## config.mk

```make
export PLATFORM = sky130hd
export DESIGN_NAME = line_receiver
export DESIGN_NICKNAME = d
export VERILOG_FILES = /design/src/rtl/line_receiver.sv
export SDC_FILE = /design/constraint.sdc
export NUM_CORES = 1
export LEC_CHECK = 0
export CAP_MARGIN = 20
export CORE_MARGIN = 5
export CORE_UTILIZATION = 35
export DETAILED_ROUTE_END_ITERATION = 16
export REMOVE_ABC_BUFFERS = 1
export SKIP_CTS_REPAIR_TIMING = 1
export SLEW_MARGIN = 10
export SYNTH_ARGS = -nofsm -noshare
export SYNTH_HDL_FRONTEND = slang
export SYNTH_SLANG_ARGS = --single-unit
export TNS_END_PERCENT = 30
```

## constraint.sdc

```tcl
create_clock -name clk -period 3.3 [get_ports clk]
set_input_delay 0.495 -clock clk [delete_from_list [all_inputs] [get_ports clk]]
set_output_delay 0.495 -clock clk [all_outputs]
set_load 0.01 [all_outputs]
```

## src/rtl/line_receiver.sv

```systemverilog
// line_receiver: collects a valid/ready byte stream into a line buffer,
// presents each terminated line for random-access reading until it is
// acknowledged, counts completed lines and flags lines that were too long.
module line_receiver #(
  parameter int         MAX_LEN    = 16,
  parameter logic [7:0] TERMINATOR = 8'h0A,
  localparam int        LEN_W      = $clog2(MAX_LEN + 1)
) (
  input  logic             clk,
  input  logic             rst_n,
  input  logic             in_valid,
  input  logic [7:0]       in_data,
  output logic             in_ready,
  output logic             line_valid,
  output logic [LEN_W-1:0] line_len,
  input  logic [LEN_W-1:0] rd_index,
  output logic [7:0]       rd_data,
  input  logic             line_ack,
  output logic [31:0]      line_count,
  output logic             overflow
);

  typedef enum logic [1:0] {
    S_COLLECT = 2'd0,
    S_DISCARD = 2'd1,
    S_HOLD    = 2'd2
  } state_e;

  state_e           state_q, state_d;
  logic [LEN_W-1:0] wr_ptr_q, wr_ptr_d;
  logic [LEN_W-1:0] line_len_q, line_len_d;
  logic [31:0]      line_count_q, line_count_d;
  logic             overflow_q, overflow_d;
  logic             buf_we;
  logic [7:0]       line_buf_q [MAX_LEN];
  logic             is_term;

  assign is_term    = (in_data == TERMINATOR);

  // Handshake and line presentation depend on state alone, so in_ready
  // never combinationally follows in_valid.
  assign in_ready   = (state_q != S_HOLD);
  assign line_valid = (state_q == S_HOLD);
  assign line_len   = line_len_q;
  assign line_count = line_count_q;
  assign overflow   = overflow_q;

  // Next-state logic: collect, drop an overlong line, or hold for the reader.
  always_comb begin
    state_d      = state_q;
    wr_ptr_d     = wr_ptr_q;
    line_len_d   = line_len_q;
    line_count_d = line_count_q;
    overflow_d   = overflow_q;
    buf_we       = 1'b0;
    unique case (state_q)
      S_COLLECT: begin
        if (in_valid) begin
          if (is_term) begin
            line_len_d   = wr_ptr_q;
            line_count_d = line_count_q + 32'd1;
            state_d      = S_HOLD;
          end else if (wr_ptr_q == LEN_W'(MAX_LEN)) begin
            // Buffer already full: this character makes the line overlong.
            overflow_d = 1'b1;
            state_d    = S_DISCARD;
          end else begin
            buf_we   = 1'b1;
            wr_ptr_d = wr_ptr_q + LEN_W'(1);
          end
        end
      end
      S_DISCARD: begin
        // Swallow the rest of the overlong line; no line is presented.
        if (in_valid && is_term) begin
          wr_ptr_d = '0;
          state_d  = S_COLLECT;
        end
      end
      S_HOLD: begin
        if (line_ack) begin
          wr_ptr_d = '0;
          state_d  = S_COLLECT;
        end
      end
      default: state_d = S_COLLECT;
    endcase
  end

  // Control registers with synchronous active-low reset.
  always_ff @(posedge clk) begin
    if (!rst_n) begin
      state_q      <= S_COLLECT;
      wr_ptr_q     <= '0;
      line_len_q   <= '0;
      line_count_q <= '0;
      overflow_q   <= 1'b0;
    end else begin
      state_q      <= state_d;
      wr_ptr_q     <= wr_ptr_d;
      line_len_q   <= line_len_d;
      line_count_q <= line_count_d;
      overflow_q   <= overflow_d;
    end
  end

  // Line buffer storage; contents survive reset since line_len gates reads.
  always_ff @(posedge clk) begin
    for (int i = 0; i < MAX_LEN; i++) begin
      if (rst_n && buf_we && (wr_ptr_q == LEN_W'(i))) begin
        line_buf_q[i] <= in_data;
      end
    end
  end

  // Read mux: only indices inside the held line return data, else zero.
  always_comb begin
    rd_data = 8'h00;
    for (int i = 0; i < MAX_LEN; i++) begin
      if ((rd_index == LEN_W'(i)) && (LEN_W'(i) < line_len_q)) begin
        rd_data = line_buf_q[i];
      end
    end
  end

endmodule

```

==> results.toml, run 1 <==
[clocking]
cts-buffers-inserted = 17
path_clk_slew_ns = 0.07
insertion_delay_ns = 0.43
clockBufferDepth = 2
cts_tree = "built"
htreeDepth = 4
cts_sinks = 173
cts_root_buf = "clkbuf_16"

[layout]
layout_commonest_cell = "edfxtp_1"
final_cell_mix = "edfxtp_1 (128), buf_4 (94), nor2_1 (56), clkdlybuf4s50_1 (53), dfxtp_1 (43)"
synthToLayoutAreaGrowth_pct = 32.12
nets = 777
layout-drive-gt1-share = 0.2346
diodes = 0
fillers = 1884

[critical_path]
crit_chain = "or4b_4 > and4_1 > buf_6 > a21o_1 > a221o_1 > a211oi_2 > o21ai_1 > dlymetal6s2s_1"
critPathKind = "register to output pin"
max_stage_delay_ns = 0.54
worst_ep_arrival_time_ns = 2.74
crit_slowest_cell = "or4b_4"
start_kind = "register"
cp.required_ns = 2.80
crit_fanout = 8
worstSetupEndpointType = "output pin"

[floorplanning]
core_um2 = 20960
num_rows = 53
chipHeight_um = 155.6
start_util = 0.3543
die_area_um2 = 24230
die_x_um = 155.6
ioPinCount = 65

[synthesis]
synth_largest_area_cell = "edfxtp_1"
syn_inst = 591
synthTopCellsByArea = "edfxtp_1 (52%), dfxtp_1 (12%), nor2_1 (2.9%)"
synth_edf_count = 128
synth.distinct_cells = 69
yosys_warnings = 0
ys_async_sr_fraction = 0
synth_ff_type = "edfxtp_1"
avgSynthCellArea_um2 = 12.56
ys_ff_latch = 173
synth_area_um2 = 7425
netlist.area_leader.share = 0.5177
seq_area_frac_synth = 0.6390

[sta]
final.min_clock_period_ns = 3.239
clock_skew_ns = 0.01378
max_freq_ghz = 0.3088
max-slew-margin-rel = 0.6435
finalSetupViolations = 0
slew_violations = 0
hold_viol_final = 0
whs_ns = 0.4849
finalCritPeriodShare = 0.9815
tightest_slew_ns = 0.5299
rsz0062_at_grt = "yes"
fin_ws_ns = 0.06121

[detailed_routing]
drtPass1Iterations = 5
drt_iter0_drc = 396
wl_per_cell_um = 20.35
drcViolationCount = 0
vias_per_cell = 5.447
drtAntennaViolNets = 0
vias = 5654
drt-total-wl_mm = 21.12

[placed_design]
gp_congestion = 0.9498
hpwl_mm = 14.68
pre_cts_slack_ns = -0.5333
portBuffers = 64

[grt]
grt_max_degree = 36
grt_pass1_wl_mm = 32.37
grt_pass1_vias = 5657
antenna_found_initial = 0
use_met3 = 0.04799
use_met1 = 0.2274
grt_usage = 0.1730
use_met2 = 0.2798
grt-busiest-layer = "met2"
grt_overflow = 0

[power]
peakVddDrop_mv = 0.3266
finalPower_w = 0.004464
p_per_area_nw_per_um2 = 455.0
p_leak_nw = 3.492

[job]
drv_cap = 0

[min_path]
hold_path_class = "register to register"

[status]
status = "completed"
stage by stage:
step                instances  TNS (ns)  area [µm²]    util
floorplan                 567         0        7311       -
global placement          995    -2.969        8982  0.4286
detailed placement        995    -3.257        8982  0.4286
CTS                      1027    -3.649        9565  0.4565
global route             1038   -0.1064        9809  0.4681
finish                   1038         0        9809  0.4681
final timing paths:
kind,startpoint,slack [ns],depth (start not counted),endpoint
worst min register to register,overflow$_SDFFE_PN0P_,0.48,2,overflow$_SDFFE_PN0P_
worst min-delay path,overflow$_SDFFE_PN0P_,0.48,2,overflow$_SDFFE_PN0P_
worst max-delay path,line_len[4]$_SDFFE_PN0P_,0.06,8,rd_data[0]
worst max register to register,state_q[0]$_SDFFE_PN0P_,1.04,8,line_count[30]$_SDFFE_PN0P_
Yosys cell counts, types with 5 or more instances:
master    instances
or3_1            12
inv_1            20
clkbuf_1         13
nor3_1           19
a221oi_1          9
nor2_1           58
o22ai_1           8
o21ai_0          15
nand2_1          37
nor2b_1           7
nand4_1          11
edfxtp_1        128
xnor2_1          11
nand2b_1          9
nor4_1            6
a21oi_1          21
and3_1            5
xor2_1           13
a22o_1            7
buf_2             7
ha_1             10
a22oi_1          16
dfxtp_1          45
a221o_1           7
nand3_1          16
power by group:
group,switching (W),internal [W]
Sequential,0.00000697,0.00234
Clock,0.000912,0.00107
Combinational,0.0000820,0.0000476
kinds of logic after synthesis:
logic type | after synthesis | synth area share
fa+ha+maj | 10 | 0.01685
compound gates | 124 | 0.1303
buf+inv | 45 | 0.02595
xor+xnor | 24 | 0.02831
simple gates | 212 | 0.1555
flops | 173 | 0.6390
mux | 3 | 0.004045
critical path, delay by kind of cell, from the launching register on:
family,cells,cell delay (ns)
buf+inv,2,0.35
compound gates,4,0.86
simple gates,2,0.78
flops,1,0.34
area by class of cell:
class / count / area [µm²] / area share
flip-flops and latches: 173 / 4747 / 0.4839
multi-input cells: 373 / 2629 / 0.2680
repair buffers: 164 / 1428 / 0.1455
clock buffers: 18 / 429.2 / 0.04375
well taps: 275 / 344.1 / 0.03508
clock inverters: 14 / 153.9 / 0.01569
inverters: 21 / 78.83 / 0.008036
per-layer routing:
metal	routed length [µm]	vias to the layer above	part of all wire
li1	-	2590	-
met1	9065	2812	0.43
met2	10120	211	0.48
met3	1514	41	0.072
met4	423	0	0.020
met5	0	-	0
state kept, by name (all words and copies together), names as in the netlist:
name,count
wr_ptr_q,5
line_len,5
line_count,32
line_buf_q,128
state_q,2
overflow,1
Power figures use the tool's default switching activity.
==> run 2: changes to the inputs <==
--- a/config.mk
+++ b/config.mk
@@ -6,9 +6,12 @@
 export NUM_CORES = 1
 export LEC_CHECK = 0
 export CAP_MARGIN = 20
+export CELL_PAD_IN_SITES_DETAIL_PLACEMENT = 1
+export CELL_PAD_IN_SITES_GLOBAL_PLACEMENT = 2
 export CORE_MARGIN = 5
 export CORE_UTILIZATION = 35
 export DETAILED_ROUTE_END_ITERATION = 16
+export PLACE_DENSITY_LB_ADDON = 0.1
 export REMOVE_ABC_BUFFERS = 1
 export SKIP_CTS_REPAIR_TIMING = 1
 export SLEW_MARGIN = 10
==> results.toml, run 2 (synthesis gave the netlist of run 1 again) <==
[sta]
tightest_slew_ns = 1.033
max-slew-margin-rel = 0.3088
max_freq_ghz = 0.3101
finalSetupViolations = 0
fin_ws_ns = 0.07569
final.min_clock_period_ns = 3.224
slew_violations = 0
whs_ns = 0.4814
clock_skew_ns = 0.009132
finalCritPeriodShare = 0.9771
rsz0062_at_grt = "no"
hold_viol_final = 0

[clocking]
clockBufferDepth = 2
cts_sinks = 173
htreeDepth = 4
cts_root_buf = "clkbuf_16"
insertion_delay_ns = 0.43
cts-buffers-inserted = 17
cts_tree = "built"
path_clk_slew_ns = 0.07

[grt]
grt_usage = 0.1810
grt_overflow = 0
grt_pass1_vias = 5772
grt_max_degree = 39
antenna_found_initial = 0
grt_pass1_wl_mm = 33.82

[detailed_routing]
drtAntennaViolNets = 0
wl_per_cell_um = 21.49
vias_per_cell = 5.334
drtPass1Iterations = 7
vias = 5462
drcViolationCount = 0
drt-total-wl_mm = 22.01
drt_iter0_drc = 228

[placed_design]
portBuffers = 64
postPlaceCellArea_um2 = 8902
hpwl_mm = 15.97
pre_cts_slack_ns = -0.4260
gp_congestion = 0.8389

[critical_path]
critPathKind = "register to output pin"
start_kind = "register"
rr_startpoint = "wr_ptr_q[0]$_SDFFE_PN0P_"
worstSetupEndpointType = "output pin"
r2r_slack_ns = 0.52
crit_fanout = 8
r2r_end = "line_buf_q[1][25]$_DFFE_PP_"
cp.required_ns = 2.80
reg2regPathDepth = 9
worst_ep_arrival_time_ns = 2.73

[layout]
fin_area_um2 = 9704
regMostFlops = "line_buf_q"
layout_commonest_cell = "edfxtp_1"
fillers = 2243
largest_reg_flops = 128
nets = 763
postLayoutCoreUtil = 0.4631
layout-drive-gt1-share = 0.2256
diodes = 0
synthToLayoutAreaGrowth_pct = 30.70
final_cell_mix = "edfxtp_1 (128), buf_4 (81), nor2_1 (57), clkdlybuf4s50_1 (53), dfxtp_1 (44)"

[status]
status = "completed"

[floorplanning]
die_area_um2 = 24230
die_x_um = 155.6
ioPinCount = 65
start_util = 0.3543
chipHeight_um = 155.6
core_um2 = 20960
num_rows = 53

[min_path]
hold_start = "overflow$_SDFFE_PN0P_"
hold_path_class = "register to register"
holdPathEnd = "overflow$_SDFFE_PN0P_"
holdPathStages = 2

[power]
finalPower_w = 0.004456
p_leak_nw = 3.431
p_per_area_nw_per_um2 = 459.2
peakVddDrop_mv = 0.3247

[job]
drv_cap = 0
run 2: cell count changes in the layout (fill, tap and decap cells not counted), sizes merged:
cell / previous run / this run
inv: 27 / 28
clkdlybuf4s15: 1 / 0
clkbuf: 21 / 19
clkinv: 5 / 3
buf: 99 / 86
clkinvlp: 2 / 4
dlymetal6s2s: 8 / 9
run 2: how the worst max path moves through the flow:
stage                     depth (start not counted)         end                      from  slack [ns]
after floorplan                                   6  rd_data[1]               rd_index[1]        0.42
after global placement                            8  rd_data[7]               rd_index[0]       -0.39
after detailed placement                          8  rd_data[6]               rd_index[1]       -0.43
after CTS                                         8  rd_data[0]  line_len[3]$_SDFFE_PN0P_       -0.47
after global routing                             11  rd_data[2]               rd_index[3]       0.001
final                                             9  rd_data[0]  line_len[3]$_SDFFE_PN0P_        0.08
run 2: final cells by class:
cell class              instances  area (µm²)  share of cell area
clock buffers                  17       425.4             0.04384
repair buffers                150        1329              0.1369
flip-flops and latches        173        4746              0.4890
multi-input cells             373        2630              0.2710
well taps                     275       344.1             0.03546
inverters                      21       78.83            0.008123
clock inverters                15       151.4             0.01560
run 2: per-stage QoR:
step / instances / setup TNS (ns)
2_1_floorplan: 567 / 0
5_1_grt: 1024 / 0
6_report: 1024 / 0
3_3_place_gp: 981 / -9.412
3_5_place_dp: 983 / -13.07
4_1_cts: 1015 / -3.197
run 2: power breakdown:
part / leakage, nW / internal, W / switching (W)
Sequential: 1.52 / 0.00234 / 0.00000774
Combinational: 1.64 / 0.0000484 / 0.0000805
Clock: 0.274 / 0.00106 / 0.000912
run 2: worst max-delay path, stage by stage (launching register included):
cell and delay (ns):
dfxtp_1 0.37, or3b_4 0.44, nor3_4 0.17, nor3_1 0.07
buf_4 0.17, buf_4 0.15, a221o_1 0.37, a211oi_2 0.25
o21ai_0 0.12, dlymetal6s2s_1 0.19
run 2: metal layers:
metal	vias up	wire length [µm]	share of wire	track usage
met3	20	772	0.035	0.03301
met2	114	11300	0.51	0.3179
met4	0	232	0.011	0.04043
met1	2768	9697	0.44	0.2339
li1	2560	-	-	-
met5	-	0	0	0
==> run 3: changes to the inputs <==
--- a/config.mk
+++ b/config.mk
@@ -9,7 +9,7 @@
 export CELL_PAD_IN_SITES_DETAIL_PLACEMENT = 1
 export CELL_PAD_IN_SITES_GLOBAL_PLACEMENT = 2
 export CORE_MARGIN = 5
-export CORE_UTILIZATION = 35
+export CORE_UTILIZATION = 40
 export DETAILED_ROUTE_END_ITERATION = 16
 export PLACE_DENSITY_LB_ADDON = 0.1
 export REMOVE_ABC_BUFFERS = 1
==> results.toml, run 3 (synthesis gave the netlist of run 1 again) <==
[detailed_routing]
routed.top_layer = "met4"
drtPass1Iterations = 5
wl_met2_mm = 10.99
drt_iter0_drc = 358
wl_per_cell_um = 22.42
drt-total-wl_mm = 22.22
drtAntennaViolNets = 0
met3WireLength_um = 947
vias_per_cell = 5.560
drcViolationCount = 0
vias = 5510
wl_met1_mm = 9.770

[placed_design]
pre_cts_slack_ns = -0.4878
gp_congestion = 0.8540
portBuffers = 64
hpwl_mm = 16.27

[layout]
postLayoutCoreUtil = 0.5388
layout_commonest_cell = "edfxtp_1"
final_cell_mix = "edfxtp_1 (128), buf_4 (92), nor2_1 (56), clkdlybuf4s50_1 (54), dfxtp_1 (44)"
regMostFlops = "line_buf_q"
synthToLayoutAreaGrowth_pct = 31.70
nets = 776
largest_reg_flops = 128
diodes = 0
layout-drive-gt1-share = 0.2388

[floorplanning]
core_um2 = 18150
die_area_um2 = 21390
num_rows = 49
die_x_um = 146.2
chipHeight_um = 146.2
start_util = 0.4091
ioPinCount = 65

[clocking]
cts_tree = "built"
clockBufferDepth = 2
cts_root_buf = "clkbuf_16"
cts-buffers-inserted = 17
htreeDepth = 4
path_clk_slew_ns = 0.07
insertion_delay_ns = 0.42
cts_sinks = 173

[power]
p_leak_nw = 3.481
p_switching_w = 0.0009505
p_per_area_nw_per_um2 = 455.9
clockPowerShare = 0.441
p_int_w = 0.003508
switching_share = 0.2132
peakVddDrop_mv = 0.3415
p_comb_frac = 0.032
sequentialPowerShare = 0.527

[critical_path]
reg2regPathDepth = 8
worst_ep_arrival_time_ns = 2.84
r2r_end = "line_buf_q[0][32]$_DFFE_PP_"
crit_fanout = 4
r2r_slack_ns = 0.59
start_kind = "register"
rr_startpoint = "wr_ptr_q[1]$_SDFFE_PN0P_"
critPathLaunch = "line_len[4]$_SDFFE_PN0P_"
critPathKind = "register to output pin"
cp.required_ns = 2.80
worstSetupEndpointType = "output pin"

[grt]
grt_max_degree = 44
grt_pass1_vias = 6022
grt_pass1_wl_mm = 34.39
grt_usage = 0.2079
antenna_found_initial = 0
grt_overflow = 0

[sta]
fin_tns_setup_ns = -0.06279
finalSetupViolations = 2
final.min_clock_period_ns = 3.338
whs_ns = 0.4811
clock_skew_ns = 0.004953
rsz0062_at_grt = "yes"
tightest_slew_ns = 1.051
hold_viol_final = 0
finalCritPeriodShare = 1.012
max_freq_ghz = 0.2995
fin_ws_ns = -0.03835
slew_violations = 0
max-slew-margin-rel = 0.2970

[min_path]
hold_start = "overflow$_SDFFE_PN0P_"
holdPathStages = 2
hold_path_class = "register to register"
holdPathEnd = "overflow$_SDFFE_PN0P_"

[status]
status = "finished with violations"
failed_checks = "setup timing"

[job]
drv_cap = 0
[run 3: area by class of cell]
cell class	instances	area, µm²
Clock buffer	21	470.5
Clock inverter	11	107.6
Fill cell	1869	8369
Inverter	21	78.83
Multi-Input combinational cell	373	2643
Sequential cell	173	4746
Tap cell	229	286.5
Timing Repair Buffer	163	1446
[run 3: layer usage]
metal | up-vias | GRT usage
li1 | 2586 | -
met1 | 2776 | 0.2604
met2 | 126 | 0.3489
met3 | 22 | 0.05175
met4 | 0 | 0.07808
met5 | - | 0
[run 3: per-stage QoR]
step	std cells	instance area (µm²)	total power [W]
after CTS	988	9580	0.004493
final	991	9778	0.004458
after detailed placement	956	9002	0.002536
after global routing	991	9778	0.004614
after global placement	955	8995	0.002530
after floorplan	567	7311	0.002435
[run 3: power by group through the flow]
stage / clock network, W / logic [W] / registers, W
6_report: 0.00197 / 0.000142 / 0.00235
3_5_place_dp: 0 / 0.000138 / 0.00240
3_3_place_gp: 0 / 0.000133 / 0.00240
4_1_cts: 0.00201 / 0.000138 / 0.00235
2_1_floorplan: 0 / 0.0000375 / 0.00240
5_1_grt: 0.00211 / 0.000153 / 0.00235
[run 3: worst max path at each step]
stage | endpoint | slack [ns] | cells past startpoint
after floorplan | rd_data[1] | 0.42 | 6
after global placement | rd_data[4] | -0.50 | 10
after detailed placement | rd_data[4] | -0.49 | 10
after CTS | rd_data[0] | -0.58 | 8
after global routing | rd_data[4] | -0.12 | 9
final | rd_data[4] | -0.04 | 9
[run 3: critical path, cell delays in order, from the launching register on]
cell and delay [ns]:
dfxtp_1 0.33, buf_4 0.16, or4b_4 0.55, and4_4 0.24, a21o_1 0.15, a221oi_1 0.24, buf_4 0.16, o211ai_1 0.17
a21bo_2 0.26, dlymetal6s2s_1 0.16
==> variant (settings of run 3) <==
Reset style: asynchronous (`rst_n`), changed in one clocked block. Comments in the files are not updated.
--- a/src/rtl/line_receiver.sv
+++ b/src/rtl/line_receiver.sv
@@ -90,3 +90,3 @@
   // Control registers with synchronous active-low reset.
-  always_ff @(posedge clk) begin
+  always_ff @(posedge clk or negedge rst_n) begin
     if (!rst_n) begin
Formal check against the unedited RTL: differs if rst_n is asserted again (counterexample within 4 cycles, from zero or initial values and one cycle with rst_n low); with rst_n held inactive, the same outputs for 4 cycles.
==> variant against run 3 <==
  * The flow still finishes with violations (negative setup slack)
  * Final area up 3.1%
  * Routed wire length up 0.19%
  * Maximum frequency down 0.79%
  * Setup slack worse by 0.026 ns
  * Die area up 1.7%
  * Global-route usage down 0.20 points
  * First-iteration DRC count up 15%
  * Area after synthesis up 1.9%
  * Sequential cell count unchanged
Power is not compared: it rests on default switching activity, and its combinational part moved more than twofold at a synthesized area within 25%.
==> variant: results (changes against run 3) <==
Power and ir drop
  • Combinational Power: 0.821 mW
  • Pleak: between 3 and 4 nW

Floorplanning
  • Tapcells: 234 (+2.2%)

Worst setup path
  • R2R Path End: line_buf_q[0][62]
  • End point of the critical path: rd_data[5]
  • Data arrival, critical path: 2.87 ns (+0.03 ns)
  • Reg2reg start: wr_ptr_q[0]
  • Crit path from: line_len[3]
  • Flop2flop setup slack: 0.79 ns (+0.20 ns)

Drt
  • Number of vias in the routed layout: 5,518 (+0.15%)
  • DR iter-0 viols: 411 (+15%)
  • Vias/cell: 5.53 (-0.46%)
  • Wire per inst: 22.3 um (-0.41%)

Timing
  • # setup viols final: 5 (+3)
  • WHS: 0.250 ns (-0.231 ns)
  • Fin. max-slew vios: 0 (unchanged)
  • Final worst slack: -0.0648 ns (-0.0264 ns)
  • Worst-margin pin slew: 0.589 ns (-0.462 ns)

Yosys
  • Register area share after synthesis: 0.657 (+0.0182)
  • Ranking of synthesized cells by area: edfxtp_1 51%, dfrtp_1 15%, nand2_1 2.8%, xnor2_1 2.5%, nor2_1 2.3%
  • Post-synthesis compound-gate area fraction: 0.124 (-0.00634)
  • Synth Area in XOR/XNOR: 0.0359 (+0.00759)
  • Ys async rst share: 0.260 (+0.260)
  • Synthesis Warnings: 0 (unchanged)
  • Synthesized instance count: 585 (-1.0%)
  • Synth Area in Adders: 0.0165 (-0.000307)
  • Netlist cell types: 67 (-2.9%)

Placement
  • Final HPWL DP: 16.3 mm (about the same)
  • Placed inst area: 9130 sq um (+1.4%)
  • Placer Congestion: 0.927 (+8.5%)
  • Post-place setup slack: -0.579 ns (-0.0913 ns)
  • Post-Place Cells: 959 (+0.31%)

Hold path
  • Hold Crit Class: in2async

Cells and area
  • Register area: 4970 sq um (+4.7%)
  • Non-clk bufs: 169 (+3.7%)
  • Non-clock buffering overhead: 0.143 (-0.00475)
  • Nets: 777 (+0.13%)
  • Multi-In Gates: 373 (unchanged)
  • Share of cells above drive strength 1: 0.263 (+0.0246)
  • Fillers: 1,901 (+1.7%)

GRT
  • GRT Resource Usage Total: 0.206 (-0.00203)
  • Largest net degree at the start of global routing: 46 (+4.5%)

Status
  • Status: finished, violations left
  • Failing checks: negative setup slack
==> variant: changes by cell type in the layout (fill, tap and decap cells not counted), sizes merged, moves of 6 or more <==
| cell | delta |
|---|---|
| a21oi | -11 |
| a22oi | -15 |
| buf | +10 |
| dfrtp | +45 |
| dfxtp | -45 |
| nand2 | +19 |
| nand4 | -6 |
| nor2 | -11 |
| nor3 | -7 |
| or3 | -6 |
| xnor2 | +11 |
==> variant: worst max-delay path, cell delays in order (launching register included) <==
cell	delay, ns
dfrtp_1	0.40
or4_4	0.59
and3_4	0.22
buf_6	0.11
a221o_1	0.36
a221oi_2	0.31
nor3_2	0.11
o21a_1	0.20
buf_2	0.14
==> variant: per-layer routing <==
layer / vias to the layer above / GRT usage / part of all wire
li1: 2559 / - / -
met1: 2802 / 0.268 / 0.44
met2: 131 / 0.353 / 0.50
met3: 26 / 0.0445 / 0.039
met4: 0 / 0.0517 / 0.018
met5: - / 0 / 0
